**config.mk**
```make
export PLATFORM = sky130hd
export DESIGN_NAME = sspis_core_flat
export DESIGN_NICKNAME = d
export VERILOG_FILES = /design/src/rtl/sspis_pkg.sv /design/src/rtl/sspis_if.sv /design/src/rtl/sspis_sync.sv /design/src/rtl/sspis_core.sv /design/src/flat_wrapper.sv
export SDC_FILE = /design/constraint.sdc
export NUM_CORES = 1
export LEC_CHECK = 0
export ABC_AREA = 1
export CAP_MARGIN = 20
export CORE_AREA = 2 2 73 75
export CTS_CLUSTER_SIZE = 24
export DETAILED_ROUTE_END_ITERATION = 10
export DIE_AREA = 0 0 75 77
export PLACE_DENSITY = 0.73
export SETUP_SLACK_MARGIN = 0.05
export SLEW_MARGIN = 10
export SYNTH_ARGS = -nofsm -noshare
export SYNTH_HDL_FRONTEND = slang
export SYNTH_HIERARCHICAL = 1
export SYNTH_SLANG_ARGS = --single-unit
```
**constraint.sdc**
```tcl
create_clock -name clk -period 1.5 [get_ports clk]
set_input_delay 0.3 -clock clk [delete_from_list [all_inputs] [get_ports clk]]
set_output_delay 0.3 -clock clk [all_outputs]
set_load 0.01 [all_outputs]
```
**src/rtl/sspis_pkg.sv**
```systemverilog
// sspis_pkg: shared types and constants for the SPI target byte engine.
package sspis_pkg;

    typedef enum logic [0:0] {
        SSPIS_IDLE,
        SSPIS_ACTIVE
    } sspis_state_e;

    localparam logic [7:0]  SSPIS_TX_FILL   = 8'hFF;
    localparam int unsigned SSPIS_BIT_CNT_W = 3;

    // Bit presented on MISO for a given shift register content and bit order.
    function automatic logic sspis_out_bit(input logic [7:0] v, input logic lsb_first);
        return lsb_first ? v[0] : v[7];
    endfunction

endpackage

```
**src/rtl/sspis_if.sv**
```systemverilog
// sspis_if: host-side byte handshake of the SPI target (tx buffer, rx byte, status).
interface sspis_if;
    logic [7:0] tx_data;
    logic       tx_valid;
    logic       tx_ready;
    logic [7:0] rx_data;
    logic       rx_valid;
    logic       tx_udr;
    logic       busy;

    // Core side
    modport slave (
        input  tx_data, tx_valid,
        output tx_ready, rx_data, rx_valid, tx_udr, busy
    );

    // Register block side
    modport master (
        output tx_data, tx_valid,
        input  tx_ready, rx_data, rx_valid, tx_udr, busy
    );
endinterface

```
**src/rtl/sspis_sync.sv**
```systemverilog
// sspis_sync: multi-flop synchronizer plus one history flop; flags rising/falling edges.
module sspis_sync #(
    parameter int unsigned SYNC_STAGES = 2
) (
    input  logic clk,
    input  logic reset_n,
    input  logic rst_val_i,
    input  logic d_i,
    output logic q_o,
    output logic rise_o,
    output logic fall_o
);

    logic [SYNC_STAGES-1:0] sync_q;
    logic                   hist_q;

    // Synchronizer chain and history flop, reset to the pin's idle level.
    always_ff @(posedge clk) begin
        if (!reset_n) begin
            sync_q <= {SYNC_STAGES{rst_val_i}};
            hist_q <= rst_val_i;
        end else begin
            sync_q <= {sync_q[SYNC_STAGES-2:0], d_i};
            hist_q <= sync_q[SYNC_STAGES-1];
        end
    end

    assign q_o    = sync_q[SYNC_STAGES-1];
    assign rise_o = q_o & ~hist_q;
    assign fall_o = ~q_o & hist_q;

endmodule

```
**src/rtl/sspis_core.sv**
```systemverilog
// sspis_core: SPI target byte engine. Oversamples SCK/SSN/MOSI, shifts bytes in and out
// and trades them with the host through sspis_if.
// Optional: define SSPIS_LSB_FIRST_EN to add cfg_lsb_first (LSB-first shifting).
module sspis_core
    import sspis_pkg::*;
#(
    parameter int unsigned SYNC_STAGES = 2
) (
    input  logic clk,
    input  logic reset_n,
    input  logic cfg_cpol,
    input  logic cfg_cpha,
`ifdef SSPIS_LSB_FIRST_EN
    input  logic cfg_lsb_first,
`endif
    input  logic sclk,
    input  logic ssn,
    input  logic sdin,
    output logic sdout,
    output logic sdout_oen,
    sspis_if.slave host
);

    logic sclk_s, sclk_rise, sclk_fall;
    logic ssn_s, ssn_rise, ssn_fall;
    logic sdin_s, sdin_rise, sdin_fall;
    logic lsb_sel;

`ifdef SSPIS_LSB_FIRST_EN
    assign lsb_sel = cfg_lsb_first;
`else
    assign lsb_sel = 1'b0;
`endif

    sspis_sync #(.SYNC_STAGES(SYNC_STAGES)) u_sync_sclk (
        .clk(clk), .reset_n(reset_n), .rst_val_i(cfg_cpol), .d_i(sclk),
        .q_o(sclk_s), .rise_o(sclk_rise), .fall_o(sclk_fall)
    );
    sspis_sync #(.SYNC_STAGES(SYNC_STAGES)) u_sync_ssn (
        .clk(clk), .reset_n(reset_n), .rst_val_i(1'b1), .d_i(ssn),
        .q_o(ssn_s), .rise_o(ssn_rise), .fall_o(ssn_fall)
    );
    sspis_sync #(.SYNC_STAGES(SYNC_STAGES)) u_sync_sdin (
        .clk(clk), .reset_n(reset_n), .rst_val_i(1'b0), .d_i(sdin),
        .q_o(sdin_s), .rise_o(sdin_rise), .fall_o(sdin_fall)
    );

    sspis_state_e               state_q, state_d;
    logic                       cpol_q, cpol_d, cpha_q, cpha_d, lsb_q, lsb_d;
    logic [SSPIS_BIT_CNT_W-1:0] bit_cnt_q, bit_cnt_d;
    logic [7:0]                 shreg_q, shreg_d, rx_sh_q, rx_sh_d;
    logic [7:0]                 rx_data_q, rx_data_d, tx_buf_q, tx_buf_d;
    logic                       sdout_q, sdout_d, oen_q, oen_d, busy_q, busy_d;
    logic                       rx_valid_q, rx_valid_d, tx_udr_q, tx_udr_d;
    logic                       tx_full_q, tx_full_d;
    // hold: next shift edge drives the freshly loaded MSB/LSB instead of shifting.
    logic                       hold_q, hold_d;
    // udr_pend: buffer was empty at end-of-byte reload; report once the next byte starts.
    logic                       udr_pend_q, udr_pend_d;
    logic                       drain;
    logic [7:0]                 load_val;
    logic                       sclk_edge, leading, sample_edge, shift_edge;

    assign load_val    = tx_full_q ? tx_buf_q : SSPIS_TX_FILL;
    assign sclk_edge   = sclk_rise | sclk_fall;
    assign leading     = sclk_edge & (sclk_s != cpol_q);
    assign sample_edge = cpha_q ? (sclk_edge & ~leading) : leading;
    assign shift_edge  = cpha_q ? leading : (sclk_edge & ~leading);

    // State and datapath registers.
    always_ff @(posedge clk) begin
        if (!reset_n) begin
            state_q    <= SSPIS_IDLE;
            cpol_q     <= 1'b0;
            cpha_q     <= 1'b0;
            lsb_q      <= 1'b0;
            bit_cnt_q  <= '0;
            shreg_q    <= SSPIS_TX_FILL;
            rx_sh_q    <= '0;
            rx_data_q  <= '0;
            tx_buf_q   <= '0;
            sdout_q    <= 1'b1;
            oen_q      <= 1'b1;
            busy_q     <= 1'b0;
            rx_valid_q <= 1'b0;
            tx_udr_q   <= 1'b0;
            tx_full_q  <= 1'b0;
            hold_q     <= 1'b0;
            udr_pend_q <= 1'b0;
        end else begin
            state_q    <= state_d;
            cpol_q     <= cpol_d;
            cpha_q     <= cpha_d;
            lsb_q      <= lsb_d;
            bit_cnt_q  <= bit_cnt_d;
            shreg_q    <= shreg_d;
            rx_sh_q    <= rx_sh_d;
            rx_data_q  <= rx_data_d;
            tx_buf_q   <= tx_buf_d;
            sdout_q    <= sdout_d;
            oen_q      <= oen_d;
            busy_q     <= busy_d;
            rx_valid_q <= rx_valid_d;
            tx_udr_q   <= tx_udr_d;
            tx_full_q  <= tx_full_d;
            hold_q     <= hold_d;
            udr_pend_q <= udr_pend_d;
        end
    end

    // FSM next state, bit engine and tx buffer bookkeeping.
    always_comb begin
        state_d    = state_q;
        cpol_d     = cpol_q;
        cpha_d     = cpha_q;
        lsb_d      = lsb_q;
        bit_cnt_d  = bit_cnt_q;
        shreg_d    = shreg_q;
        rx_sh_d    = rx_sh_q;
        rx_data_d  = rx_data_q;
        tx_buf_d   = tx_buf_q;
        sdout_d    = sdout_q;
        oen_d      = oen_q;
        busy_d     = busy_q;
        tx_full_d  = tx_full_q;
        hold_d     = hold_q;
        udr_pend_d = udr_pend_q;
        rx_valid_d = 1'b0;
        tx_udr_d   = 1'b0;
        drain      = 1'b0;

        unique case (state_q)
            SSPIS_IDLE: begin
                if (ssn_fall) begin
                    state_d    = SSPIS_ACTIVE;
                    cpol_d     = cfg_cpol;
                    cpha_d     = cfg_cpha;
                    lsb_d      = lsb_sel;
                    bit_cnt_d  = '0;
                    rx_sh_d    = '0;
                    busy_d     = 1'b1;
                    oen_d      = 1'b0;
                    shreg_d    = load_val;
                    sdout_d    = sspis_out_bit(load_val, lsb_sel);
                    tx_udr_d   = ~tx_full_q;
                    drain      = 1'b1;
                    hold_d     = cfg_cpha;
                    udr_pend_d = 1'b0;
                end
            end
            SSPIS_ACTIVE: begin
                if (ssn_s) begin
                    state_d    = SSPIS_IDLE;
                    bit_cnt_d  = '0;
                    rx_sh_d    = '0;
                    oen_d      = 1'b1;
                    sdout_d    = 1'b1;
                    busy_d     = 1'b0;
                    hold_d     = 1'b0;
                    udr_pend_d = 1'b0;
                end else begin
                    if (leading && udr_pend_q) begin
                        tx_udr_d   = 1'b1;
                        udr_pend_d = 1'b0;
                    end
                    if (sample_edge) begin
                        rx_sh_d   = lsb_q ? {sdin_s, rx_sh_q[7:1]} : {rx_sh_q[6:0], sdin_s};
                        bit_cnt_d = bit_cnt_q + 1'b1;
                        if (bit_cnt_q == '1) begin
                            rx_data_d  = rx_sh_d;
                            rx_valid_d = 1'b1;
                            shreg_d    = load_val;
                            drain      = 1'b1;
                            udr_pend_d = ~tx_full_q;
                            hold_d     = 1'b1;
                        end
                    end else if (shift_edge) begin
                        if (hold_q) begin
                            sdout_d = sspis_out_bit(shreg_q, lsb_q);
                            hold_d  = 1'b0;
                        end else begin
                            shreg_d = lsb_q ? {1'b1, shreg_q[7:1]} : {shreg_q[6:0], 1'b1};
                            sdout_d = sspis_out_bit(shreg_d, lsb_q);
                        end
                    end
                end
            end
            default: state_d = SSPIS_IDLE;
        endcase

        // Drain first so a same-cycle write lands after the old byte is taken.
        if (drain) tx_full_d = 1'b0;
        if (host.tx_valid && !tx_full_q) begin
            tx_buf_d  = host.tx_data;
            tx_full_d = 1'b1;
        end
    end

    assign sdout         = sdout_q;
    assign sdout_oen     = oen_q;
    assign host.tx_ready = ~tx_full_q;
    assign host.rx_data  = rx_data_q;
    assign host.rx_valid = rx_valid_q;
    assign host.tx_udr   = tx_udr_q;
    assign host.busy     = busy_q;

endmodule
```
**src/flat_wrapper.sv**
```systemverilog
// flat-port wrapper written by rule: the top's interface ports become plain ports
module sspis_core_flat import sspis_pkg::*;
#(
    parameter int unsigned SYNC_STAGES = 2
)
  (clk, reset_n, cfg_cpol, cfg_cpha, sclk, ssn, sdin, sdout, sdout_oen, host_tx_data, host_tx_valid, host_tx_ready, host_rx_data, host_rx_valid, host_tx_udr, host_busy);
  sspis_if host_i ();
  input  logic clk;
  input  logic reset_n;
  input  logic cfg_cpol;
  input  logic cfg_cpha;
  input  logic sclk;
  input  logic ssn;
  input  logic sdin;
  output logic sdout;
  output logic sdout_oen;
  input wire logic [$bits(host_i.tx_data)-1:0] host_tx_data;
  input wire logic [$bits(host_i.tx_valid)-1:0] host_tx_valid;
  output wire logic [$bits(host_i.tx_ready)-1:0] host_tx_ready;
  output wire logic [$bits(host_i.rx_data)-1:0] host_rx_data;
  output wire logic [$bits(host_i.rx_valid)-1:0] host_rx_valid;
  output wire logic [$bits(host_i.tx_udr)-1:0] host_tx_udr;
  output wire logic [$bits(host_i.busy)-1:0] host_busy;
  assign host_i.tx_data = host_tx_data;
  assign host_i.tx_valid = host_tx_valid;
  assign host_tx_ready = host_i.tx_ready;
  assign host_rx_data = host_i.rx_data;
  assign host_rx_valid = host_i.rx_valid;
  assign host_tx_udr = host_i.tx_udr;
  assign host_busy = host_i.busy;
  sspis_core #(.SYNC_STAGES(SYNC_STAGES)) u_core (.clk(clk), .reset_n(reset_n), .cfg_cpol(cfg_cpol), .cfg_cpha(cfg_cpha), .sclk(sclk), .ssn(ssn), .sdin(sdin), .sdout(sdout), .sdout_oen(sdout_oen), .host(host_i));
endmodule
```
== Word-level counts from Yosys, hierarchy flattened ==
Cells that the tools add are included.
Storage, ports and cells
  register bits after elaboration: 53
  word-level logic and storage cells: 115
  output and inout bits: 14
Cells by class
  eq/ne operators: 13
  $add $sub $neg: 1
  bitwise logic cells: 12
  reduce and logical (&&, ||, !) cells: 12
  multiplexer cells: 56
Operators with widths (number)
  8-bit 2-to-1 mux: 7
  1-bit 2-to-1 mux: 31
  7-bit 2-to-1 mux: 3
  3-bit inequality test, second input constant: 6
  1-bit case mux with 2 select lines: 8
  8-bit case mux with 2 select lines: 1
  7-bit case mux with 2 select lines: 1
  3-bit 2-to-1 mux: 3
  4-bit inequality test, second input constant: 2
  2-bit AND reduction: 4
  1-bit inverter: 6
  3-bit case mux with 2 select lines: 1
  3-bit AND reduction: 2
  1-bit bitwise AND: 5
  5-bit AND reduction: 1
  2-bit inequality test, second input constant: 2
  4-bit AND reduction: 1
  3-bit by 1-bit adder with 3-bit output, second input constant: 1
  3-bit equality test, second input constant: 1
  1-bit logical AND: 2
  2-bit 2-to-1 mux: 1
  2-bit by 1-bit inequality test with 1-bit output, second input constant: 1
  2-bit nonzero test: 1
  1-bit logical NOT: 1
  2 further kinds: 2

== Longest topological paths before layout ==
Gate-level depths: netlist of the first run.
  word-level depth: 12
  depth in mapped cells: 12

== Cells and area by module ==
Netlist of the first run, hierarchy kept.
Modules (own cells, without submodules)
  sspis_core: times used 1, area each 2048.2 um^2, cells an instance 278
  sspis_sync: times used 3, area each 107.6 um^2, cells an instance 15

== Worst setup path before layout of the first run ==
Ideal clock, no wire load.
  path kind: reg-to-reg
  start point: register u_core.u_sync_sclk.sync_q[1]
  end point: register u_core.shreg_q[0]
  setup slack: 0.034 ns
  library setup time: 0.134 ns
  arrival time: 1.333 ns
  cell stages (with the launch flop): 12
  cell sequence: dfxtp_1 -> nor2_1 -> nor2_2 -> inv_2 -> nand3_4 -> nand2_4 -> nand2_1 -> nand2_1 -> nand2_4 -> nand2_4 -> nand2_1 -> nand3_1
Between the ends
  longest elaborated chain between the ends: 10
  elaborated cells on any way between the ends: 17
Ends and longest elaborated chain
  from (decl): line sspis_sync.sv:14  | logic [SYNC_STAGES-1:0] sync_q;
  from (signal assigned): line sspis_sync.sv:20  | sync_q <= {SYNC_STAGES{rst_val_i}};
  from (signal assigned): line sspis_sync.sv:23  | sync_q <= {sync_q[SYNC_STAGES-2:0], d_i};
  1-bit inverter *: line sspis_sync.sv:30  | assign fall_o = ~q_o & hist_q;
  1-bit bitwise AND *: line sspis_sync.sv:30
  named net u_core.sclk_fall: line sspis_core.sv:24  | logic sclk_s, sclk_rise, sclk_fall;
  1-bit OR *: line sspis_core.sv:65  | assign sclk_edge = sclk_rise | sclk_fall;
  1-bit bitwise AND: line sspis_core.sv:66  | assign leading = sclk_edge & (sclk_s != cpol_q);
  1-bit inverter: line sspis_core.sv:67, sspis_core.sv:68
  1-bit bitwise AND: line sspis_core.sv:67, sspis_core.sv:68
  1-bit 2-to-1 mux: line sspis_core.sv:67  | assign sample_edge = cpha_q ? (sclk_edge & ~leading) : leading;
  8-bit 2-to-1 mux: line sspis_core.sv:166  | if (sample_edge) begin
  8-bit 2-to-1 mux: line sspis_core.sv:152  | if (ssn_s) begin
  8-bit case mux with 2 select lines: line sspis_core.sv:132  | unique case (state_q)
  to (signal assigned): line sspis_core.sv:96  | shreg_q <= shreg_d;
  to (decl): line sspis_core.sv:51  | logic [7:0] shreg_q, shreg_d, rx_sh_q, rx_sh_d;
The timed path passes the listed nets; every way through them passes the cells marked *. The select of a mux whose other input is x is not followed.
A chain may end at the register's enable or synchronous reset.

== Final worst setup path of the first run ==
  start point: register u_core.u_sync_sclk.sync_q[1]
  end point: register u_core.shreg_q[3]
Between the ends
  elaborated cells on any way between the ends: 17
RTL lines
  1-bit bitwise AND *: line sspis_sync.sv:29  | assign rise_o = q_o & ~hist_q;
  named net u_core.sclk_rise: line sspis_core.sv:24
  1-bit OR *: line sspis_core.sv:65
  1-bit bitwise AND: line sspis_core.sv:66
  1-bit inverter: line sspis_core.sv:67, sspis_core.sv:68
  1-bit bitwise AND: line sspis_core.sv:67, sspis_core.sv:68
  1-bit 2-to-1 mux: line sspis_core.sv:67
  8-bit 2-to-1 mux: line sspis_core.sv:166
  8-bit 2-to-1 mux: line sspis_core.sv:152
  8-bit case mux with 2 select lines: line sspis_core.sv:132
Marked as above.

==> results of run 1 <==
==> placed cells by master (no fill, tap or decap), types with 4 or more instances in the layout <==
master	count
sky130_fd_sc_hd__clkdlybuf4s50_1	15
sky130_fd_sc_hd__a21oi_2	4
sky130_fd_sc_hd__a21oi_1	15
sky130_fd_sc_hd__inv_1	17
sky130_fd_sc_hd__dlygate4sd2_1	14
sky130_fd_sc_hd__nand2_4	7
sky130_fd_sc_hd__dfxtp_1	51
sky130_fd_sc_hd__nand3_2	6
sky130_fd_sc_hd__buf_4	21
sky130_fd_sc_hd__clkbuf_8	6
sky130_fd_sc_hd__nor2_1	23
sky130_fd_sc_hd__o21ai_0	10
sky130_fd_sc_hd__or2_2	6
sky130_fd_sc_hd__nand4_1	7
sky130_fd_sc_hd__inv_2	7
sky130_fd_sc_hd__nand3_1	27
sky130_fd_sc_hd__nand2_2	18
sky130_fd_sc_hd__nand2_1	84
sky130_fd_sc_hd__buf_6	5
==> state kept, by name, indices dropped and copies added, names as in the netlist, 2 cells and up <==
| name | cells |
|---|---|
| u_core/u_sync_ssn/sync_q | 2 |
| u_core/shreg_q | 8 |
| u_core/u_sync_sdin/sync_q | 2 |
| u_core/bit_cnt_q | 3 |
| u_core/rx_sh_q | 7 |
| u_core/u_sync_sclk/sync_q | 2 |
| u_core/host.rx_data | 8 |
| u_core/tx_buf_q | 8 |
==> power by group through the flow <==
stage | Sequential [W] | Clock (W) | Combinational, W
2_1_floorplan | 0.00158 | 0 | 0.000386
3_3_place_gp | 0.00159 | 0 | 0.000598
3_5_place_dp | 0.00159 | 0 | 0.000605
4_1_cts | 0.00156 | 0.00102 | 0.000629
5_1_grt | 0.00157 | 0.00109 | 0.000806
6_report | 0.00156 | 0.00100 | 0.000729
==> metrics by stage <==
stage / total power, W / instances
2_1_floorplan: 0.00197 / 314
3_3_place_gp: 0.00219 / 427
3_5_place_dp: 0.00219 / 427
4_1_cts: 0.00321 / 441
5_1_grt: 0.00347 / 442
6_report: 0.00330 / 442
==> what timing repair did <==
| item | CTS | global route |
|---|---|---|
| pin swaps | 14 | 30 |
| buffers inserted | 5 | 0 |
| resized for setup | 25 | 42 |
| gates cloned | 2 | 1 |
| endpoints found under the setup margin | 33 | 31 |
==> worst max-delay path, delay by kind of cell (launching register included) <==
family,cells,cell delay [ns]
flops,1,0.37
simple gates,7,0.73
buf+inv,3,0.29
==> metal layers <==
layer,up-vias,global-route usage [%]
li1,1116,-
met1,1012,25.0
met2,36,31.8
met3,13,5.52
met4,0,6.79
met5,-,0
==> layout make-up <==
class | instances | area [um2] | share of cell area (%)
repair inverters | 1 | 7.51 | 0.237
clock inverters | 2 | 37.5 | 1.18
inverters | 27 | 114 | 3.59
clock buffers | 6 | 82.6 | 2.60
repair buffers | 55 | 487 | 15.4
flip-flops and latches | 53 | 1070 | 33.6
well taps | 70 | 87.6 | 2.76
multi-input cells | 228 | 1290 | 40.6
==> final timing paths <==
check             depth (start not counted)                    startpoint                      endpoint
hold reg to reg                           2  u_core/u_sync_sclk/sync_q[0]  u_core/u_sync_sclk/sync_q[1]
setup reg to reg                         10  u_core/u_sync_sclk/sync_q[1]             u_core/shreg_q[3]
hold / removal                            2  u_core/u_sync_sclk/sync_q[0]  u_core/u_sync_sclk/sync_q[1]
setup / recovery                         10  u_core/u_sync_sclk/sync_q[1]             u_core/shreg_q[3]
==> impl_metrics.toml, run 1 <==
[final_layout]
layout.nets = 389
layout_cells_sized_above_1_pct = 27.2
area_growth_pct = 36.6
diodes = 0
number_of_fillers_in_the_final_layout = 441
post_layout_util_pct = 63.7
design_area_um2 = 3170

[power_and_ir_drop]
pwr-share-comb_pct = 22.1
p_per_area_nw_per_um2 = 1040
share_seq_of_total_power_pct = 47.4
leakage_power_summed_over_all_cells_nw = 1.48
power_switching_share_pct = 28.7
power_report.internal_total_w = 0.00235
vdd_ir_drop_max_mv = 0.619
p_clk_share_pct = 30.4
net-switching-power_w = 0.000945

[synthesis]
post_synth.cell_area_avg_um2 = 7.39
synth.cell_area_um2 = 2320
net_count_after_synthesis = 332
yosys_warnings = 6
synthesis.instances = 314

[clocking]
h_tree_level_count = 2
clk_latency_ns = 0.30
cts_root_buffer = "sky130_fd_sc_hd__clkbuf_8"
holdBufCountCts = 0
cts_buffer_depth = 2
clkSinkCount = 53
cts_buffers = 5
tritoncts_clock_tree = "built"
clock_pin_slew_on_the_worst_setup_and_hold_paths_ns = 0.09

[global_route]
maximum_number_of_pins_on_one_net_before_global_route_repair = 26
number_of_global_route_vias_before_repair = 2098
antenna_found_initial = 0
globalRouteOverflowTotal = 0
grt_pass1_wl_um = 8960
grt_util_all_layers_pct = 19.7

[routing]
postRouteAntennaNets = 0
drc_errors = 0
initialDrtViolationCount = 77
m1WireLength_um = 2540
wl_met3_um = 161
finalWirelength_um = 5610
uppermost_layer_routed = "met4"
vias = 2177
post_detailed_route_wirelength_per_cell_um = 12.7
routed-wl-met2_um = 2810
dr.pass1.iters = 4
routed_via_density = 4.93

[worst_setup_path]
timing.critical_path.slowest_stage_cell = "sky130_fd_sc_hd__dfxtp_4"
crit_type = "reg2reg"
crit_path_max_incr_delay_ns = 0.37
required_ns = 1.69
crit_fanout = 4
flop2flop_setup_slack_ns = -0.002
timing.critical_path.from_type = "flip-flop"
type_of_element_capturing_the_critical_path = "flip-flop"
critical_path.cell_chain = "inv_2, nor2_2, nor2_2, inv_2, nand3_4, nand3b_1, nand2_2, clkinvlp_4, nand3_1, nand3_1"
worstPathArrival_ns = 1.69

[outcome]
violations = "negative setup slack"
outcome = "finished with violations"

[sta]
rsz_0062_raised_after_global_routing = "yes"
fmaxAchievable_ghz = 0.666
maxSlewViolCount = 0
timing_worst_slew_pin_value_ns = 0.507
timing_hold_violations_final = 0
layout_min_cycle_time_ns = 1.50
timing.slew.headroom_pct = 66.2
timing.final.ws_setup_ns = -0.00206
final_critical_path_share_of_the_clock_period_pct = 100
setup_total_negative_slack_ns = -0.00291
finalSetupViolations = 2
timing.clock.skew_ns = 0.00534
fin_worst_hold_slack_ns = 0.430

[die]
die_height_um = 77
die_w_um = 75
core_region_area_um2 = 4980
die-area_um2 = 5780
ios = 30
start_util_pct = 46.6
rows = 26

[place]
place_congestion = 0.894
dp_slack_ns = 0.00565
dp_hpwl_um = 3600
placedInstanceArea_um2 = 2830
port_buffers = 29

[flow_run]
maxCapViolCount = 0

[hold_path]
holdCritPathClass = "reg2reg"
(Power assumes the default switching activity.)
==> run 2: changes to the inputs <==
- GPL_TIMING_DRIVEN: not set -> 0
==> run 2 against run 1 <==
- the flow still finishes with violations (negative setup slack)
- sequential share of layout area fell by 0.20 points
- maximum frequency shrank 3.6%
- non-clock buffer count fell by 1
- wire length grew 8.4%
- final area rose by 0.95%
- highest routed layer unchanged
==> impl_metrics.toml, run 2 (same netlist as run 1, synthesis figures left out) <==
[outcome]
outcome = "finished with violations"
violations = "negative setup slack"

[clocking]
clock_pin_slew_on_the_worst_setup_and_hold_paths_ns = 0.10
tritoncts_clock_tree = "built"
clk_latency_ns = 0.31
holdBufCountCts = 0
h_tree_level_count = 2
clkSinkCount = 53
cts_buffers = 5
cts_root_buffer = "sky130_fd_sc_hd__clkbuf_8"
cts_buffer_depth = 2

[final_layout]
mostFrequentLayoutCell = "sky130_fd_sc_hd__nand2_1"
layout_cells_sized_above_1_pct = 29.9
multiInputGateArea_um2 = 1350
final-seq-area_um2 = 1070
number_of_fillers_in_the_final_layout = 420
layoutNonFillerInstCount = 441
diodes = 0
area_growth_pct = 37.9
mostFrequentLayoutCells = "82 x sky130_fd_sc_hd__nand2_1, 48 x sky130_fd_sc_hd__dfxtp_1, 30 x sky130_fd_sc_hd__nand3_1, 22 x sky130_fd_sc_hd__nor2_1, 18 x sky130_fd_sc_hd__nand2_2"
layout.nets = 388

[place]
dp.cells = 413
port_buffers = 29
place_congestion = 0.823
dp_hpwl_um = 3370

[power_and_ir_drop]
finalPower_w = 0.00311
vdd_ir_drop_max_mv = 0.519
p_per_area_nw_per_um2 = 972
leakage_power_summed_over_all_cells_nw = 1.49

[sta]
fmaxAchievable_ghz = 0.642
setup_total_negative_slack_ns = -0.743
layout_min_cycle_time_ns = 1.56
timing.final.ws_setup_ns = -0.0579
fin_worst_hold_slack_ns = 0.431
final_critical_path_share_of_the_clock_period_pct = 104
finalSetupViolations = 22
maxSlewViolCount = 0
timing.clock.skew_ns = 0.00623
rsz_0062_raised_after_global_routing = "yes"
timing_hold_violations_final = 0

[global_route]
antenna_found_initial = 0
grt_pass1_wl_um = 9070
maximum_number_of_pins_on_one_net_before_global_route_repair = 18
number_of_global_route_vias_before_repair = 1974
globalRouteOverflowTotal = 0
grt_util_all_layers_pct = 20.1

[routing]
finalWirelength_um = 6080
postRouteAntennaNets = 0
initialDrtViolationCount = 145
post_detailed_route_wirelength_per_cell_um = 13.8
drc_errors = 0
routed_via_density = 5.14
dr.pass1.iters = 4
vias = 2268

[flow_run]
maxCapViolCount = 0

[die]
ios = 30
start_util_pct = 46.6
die_height_um = 77
die-area_um2 = 5780
die_w_um = 75
rows = 26
core_region_area_um2 = 4980

[hold_path]
holdCritPathClass = "reg2reg"

[worst_setup_path]
worstPathArrival_ns = 1.75
timing.critical_path.from_type = "flip-flop"
crit_fanout = 8
required_ns = 1.69
type_of_element_capturing_the_critical_path = "flip-flop"
crit_type = "reg2reg"
-- run 2: cell types whose count changed in the layout (fill, tap and decap cells not counted), sizes merged --
| cell | previous run | this run |
|---|---|---|
| bufinv | 1 | 0 |
| buf | 26 | 20 |
| clkdlybuf4s15 | 0 | 1 |
| clkbuf | 6 | 10 |
| clkdlybuf4s50 | 15 | 14 |
| clkinvlp | 2 | 3 |
| o21ai | 13 | 14 |
-- run 2: through the flow --
stage                     cell area, um2  utilization [%]  worst slack (ns)
final                               3200             64.3           -0.0579
after detailed placement            2700             54.2            -0.727
after floorplan                     2320                -            0.0766
after CTS                           3020             60.6           -0.0243
after global placement              2700             54.2            -0.744
after global routing                3200             64.3            -0.150
-- run 2: routing by layer --
layer	global-route usage [%]	part of all wire, %	up-vias
met3	4.07	5.1	11
met5	0	0	-
met4	8.21	1.6	0
met1	26.3	41	1061
met2	31.9	52	78
li1	-	-	1118
-- run 2: area by class of cell --
class	instances	area share, %
multi-input cells	229	42.1
inverters	27	3.64
well taps	70	2.74
repair buffers	47	14.0
clock inverters	3	0.704
flip-flops and latches	53	33.4
clock buffers	5	2.15
plain buffers	7	1.33
-- run 2: what timing repair did --
action                                  4_1_cts  5_1_grt
resized for setup                            48       46
gates cloned                                  3        1
endpoints found under the setup margin       59       33
endpoints found under the hold margin         0        0
pin swaps                                    16       20
setup buffers                                15        2
-- run 2: where the power goes --
group | total (W) | switching, W | internal [W] | leakage (nW)
clock | 0.000814 | 0.000486 | 0.000328 | 0.0364
sequential | 0.00157 | 0.0000639 | 0.00150 | 0.437
combinational | 0.000731 | 0.000431 | 0.000300 | 1.01
total | 0.00311 | 0.000981 | 0.00213 | 1.49
-- run 2: final timing paths --
path	startpoint	cells after the start	slack (ns)	end
setup reg to reg	u_core/u_sync_sclk/sync_q[1]	12	-0.06	u_core/shreg_q[1]
hold reg to reg	u_core/u_sync_sclk/sync_q[0]	2	0.43	u_core/u_sync_sclk/sync_q[1]
hold / removal	u_core/u_sync_sclk/sync_q[0]	2	0.43	u_core/u_sync_sclk/sync_q[1]
setup / recovery	u_core/u_sync_sclk/sync_q[1]	12	-0.06	u_core/shreg_q[1]
-- run 2: worst max-delay path, cell delays in order (launching register included) --
cell                      delay (ns)
sky130_fd_sc_hd__dfxtp_4        0.37
sky130_fd_sc_hd__inv_2          0.05
sky130_fd_sc_hd__nor2_2         0.03
sky130_fd_sc_hd__nor2_2         0.14
sky130_fd_sc_hd__inv_2          0.10
sky130_fd_sc_hd__nand3_4        0.15
sky130_fd_sc_hd__nand2_8        0.11
sky130_fd_sc_hd__nand2_4        0.09
sky130_fd_sc_hd__nand2_4        0.07
sky130_fd_sc_hd__nand2_4        0.11
sky130_fd_sc_hd__nand2_8        0.08
sky130_fd_sc_hd__nand2_1        0.07
sky130_fd_sc_hd__nand3_1        0.07
==> run 3: changes to the inputs <==
- CORE_AREA: 2 2 73 75 -> 2 2 72 74
- DIE_AREA: 0 0 75 77 -> 0 0 74 76
- PLACE_DENSITY: 0.73 -> 0.72
- SYNTH_HIERARCHICAL: 1 -> not set
==> run 3 against run 2 <==
- the flow now finishes without violations
- largest power group unchanged
- non-clock buffer count shrank 10
- sequential cell count is the same
- wire length shrank 20%
- synthesized cell count shrank 7.0%
- critical path depth shrank 4
- sequential power shrank 4%
- sequential share of layout area grew 3.3 points
- count of clock-buffer cells in the layout grew 1
- register-to-register slack gained 0.13 ns
==> impl_metrics.toml, run 3 <==
[place]
port_buffers = 28
place_congestion = 0.819
dp_hpwl_um = 3390
dp.cells = 390

[worst_setup_path]
rr_startpoint = "u_core.bit_cnt_q[0]"
flop2flop_setup_slack_ns = 0.07
reg2regPathDepth = 8
setup.worst_path.start = "u_core.bit_cnt_q[0]"
crit_end = "u_core.shreg_q[2]"
required_ns = 1.66
crit_type = "reg2reg"
timing.critical_path.from_type = "flip-flop"
reg2reg_to = "u_core.shreg_q[2]"
worstPathArrival_ns = 1.59
type_of_element_capturing_the_critical_path = "flip-flop"
crit_fanout = 8

[die]
rows = 26
start_util_pct = 46.2
core_region_area_um2 = 4910
die_w_um = 74
die_height_um = 76
die-area_um2 = 5620
ios = 30

[clocking]
tritoncts_clock_tree = "built"
clk_latency_ns = 0.30
clock_pin_slew_on_the_worst_setup_and_hold_paths_ns = 0.09
cts_buffers = 5
cts_root_buffer = "sky130_fd_sc_hd__clkbuf_8"
holdBufCountCts = 0
cts_buffer_depth = 2
clkSinkCount = 53
h_tree_level_count = 2

[final_layout]
layout.nets = 354
number_of_fillers_in_the_final_layout = 446
mostFrequentLayoutCells = "79 x sky130_fd_sc_hd__nand2_1, 47 x sky130_fd_sc_hd__dfxtp_1, 23 x sky130_fd_sc_hd__nor2_1, 20 x sky130_fd_sc_hd__a21oi_1, 19 x sky130_fd_sc_hd__o21ai_0"
layoutNonFillerInstCount = 407
post_layout_util_pct = 59.3
area_growth_pct = 28.5
mostFrequentLayoutCell = "sky130_fd_sc_hd__nand2_1"
layout_cells_sized_above_1_pct = 22.6
diodes = 0

[synthesis]
async_flop_share_pct = 0
synthesis.instances = 292
synthAdderAreaFrac_pct = 1.10
synth.largest_area_cell = "sky130_fd_sc_hd__dfxtp_1"
seq_area_frac_synth_pct = 46.8
synth_simple_gate_area_share_pct = 35.3
compound_gate_portion_of_the_synthesized_area_pct = 11.3
share_of_the_synthesized_area_in_the_top_cell_type_pct = 46.8
post_synth.cell_area_avg_um2 = 7.77
synthMuxAreaShare_pct = 0
synth_ff_type = "sky130_fd_sc_hd__dfxtp_1"
synth-edff-count = 0
yosys_warnings = 0
combinational_family_with_the_most_area_after_synthesis = "simple AND/OR/NAND/NOR gates"
netlist_top_cells_count = "87 x sky130_fd_sc_hd__nand2_1, 53 x sky130_fd_sc_hd__dfxtp_1, 25 x sky130_fd_sc_hd__nor2_1"
synth.ff_latch_count = 53
net_count_after_synthesis = 310
post-synth-top-count-cell = "sky130_fd_sc_hd__nand2_1"
yosys.area_share.xor_xnor_pct = 0
post_synth_main_area_contributors = "sky130_fd_sc_hd__dfxtp_1 47%, sky130_fd_sc_hd__nand2_1 14%, sky130_fd_sc_hd__a21oi_1 4.4%"
synth_cell_type_count = 26
synth.cell_area_um2 = 2270

[power_and_ir_drop]
leakage_power_summed_over_all_cells_nw = 1.33
vdd_ir_drop_max_mv = 0.606
p_per_area_nw_per_um2 = 988

[sta]
maxSlewViolCount = 0
rsz_0062_raised_after_global_routing = "yes"
final_critical_path_share_of_the_clock_period_pct = 95.2
timing_hold_violations_final = 0
layout_min_cycle_time_ns = 1.43
finalSetupViolations = 0
timing_worst_slew_pin_value_ns = 0.621
fin_worst_hold_slack_ns = 0.375
timing.slew.headroom_pct = 58.6
fmaxAchievable_ghz = 0.700
timing.clock.skew_ns = 0.00878

[routing]
drc_errors = 0
post_detailed_route_wirelength_per_cell_um = 11.9
initialDrtViolationCount = 111
vias = 1939
routed_via_density = 4.76
dr.pass1.iters = 4
postRouteAntennaNets = 0
finalWirelength_um = 4850

[outcome]
outcome = "finished clean"

[hold_path]
holdCritPathClass = "in2reg"

[global_route]
maximum_number_of_pins_on_one_net_before_global_route_repair = 17
grt_util_all_layers_pct = 18.3
number_of_global_route_vias_before_repair = 1821
grt_pass1_wl_um = 8150
globalRouteOverflowTotal = 0
antenna_found_initial = 0

[flow_run]
maxCapViolCount = 0
-- run 3: critical path, stage by stage (launching register included) --
cell,delay [ns]
sky130_fd_sc_hd__dfxtp_1,0.33
sky130_fd_sc_hd__ha_1,0.20
sky130_fd_sc_hd__ha_1,0.20
sky130_fd_sc_hd__inv_2,0.13
sky130_fd_sc_hd__nand3_2,0.13
sky130_fd_sc_hd__inv_2,0.11
sky130_fd_sc_hd__nor2_8,0.07
sky130_fd_sc_hd__nand2_2,0.07
sky130_fd_sc_hd__nand3_2,0.05
-- run 3: worst min-delay path by stage --
stage | start | to | slack (ns) | cells after the start
after global placement | u_core.u_sync_sdin.sync_q[0] | u_core.u_sync_sdin.sync_q[1] | 0.40 | 2
after global routing | reset_n | u_core.cpha_q | 0.41 | 3
final | reset_n | u_core.cpha_q | 0.38 | 3
after CTS | reset_n | u_core.cpha_q | 0.38 | 3
after floorplan | u_core.u_sync_sdin.sync_q[0] | u_core.u_sync_sdin.sync_q[1] | 0.39 | 2
after detailed placement | u_core.u_sync_ssn.sync_q[0] | u_core.u_sync_ssn.sync_q[1] | 0.40 | 1
-- run 3: repair_timing --
action                                  in CTS  in global routing
endpoints found under the setup margin      31                 31
resized for setup                           23                 25
endpoints found under the hold margin        0                  0
pin swaps                                    4                 11
setup buffers                                3                  6
-- run 3: kinds of logic (layout without fill, tap and decap cells) --
logic type,count (synthesis),in the layout
simple gates,158,158
flops,53,53
compound gates,47,47
buf+inv,32,77
fa+ha+maj,2,2
-- run 3: metrics by stage --
| stage | setup WS [ns] | cell area [um2] | TNS (ns) | total power [W] |
|---|---|---|---|---|
| 6_report | 0.0717 | 2910 | 0 | 0.00288 |
| 2_1_floorplan | 0.142 | 2270 | 0 | 0.00176 |
| 4_1_cts | 0.0501 | 2790 | 0 | 0.00286 |
| 5_1_grt | -0.0227 | 2910 | -0.0741 | 0.00299 |
| 3_5_place_dp | -0.179 | 2640 | -0.702 | 0.00187 |
| 3_3_place_gp | -0.199 | 2640 | -0.406 | 0.00186 |
-- run 3: area by class of cell --
type / count / area (um2) / share of cell area, %
repair buffers: 37 / 353 / 12.1
well taps: 70 / 87.6 / 3.01
flip-flops and latches: 53 / 1070 / 36.8
multi-input cells: 207 / 1140 / 39.2
plain buffers: 7 / 36.3 / 1.25
inverters: 25 / 104 / 3.56
clock buffers: 6 / 82.6 / 2.83
clock inverters: 2 / 37.5 / 1.29
-- run 3: metal layers --
layer | up-vias | track usage [%] | part of all wire [%]
met1 | 890 | 23.7 | 47
met5 | - | 0 | 0
met3 | 4 | 3.97 | 2.4
met4 | 0 | 5.09 | 0.87
met2 | 25 | 30.3 | 49
li1 | 1020 | - | -
-- run 3: power breakdown --
group / switching, W / total (W) / internal [W]
clock: 0.000456 / 0.000999 / 0.000543
sequential: 0.0000399 / 0.00151 / 0.00147
combinational: 0.000218 / 0.000374 / 0.000156
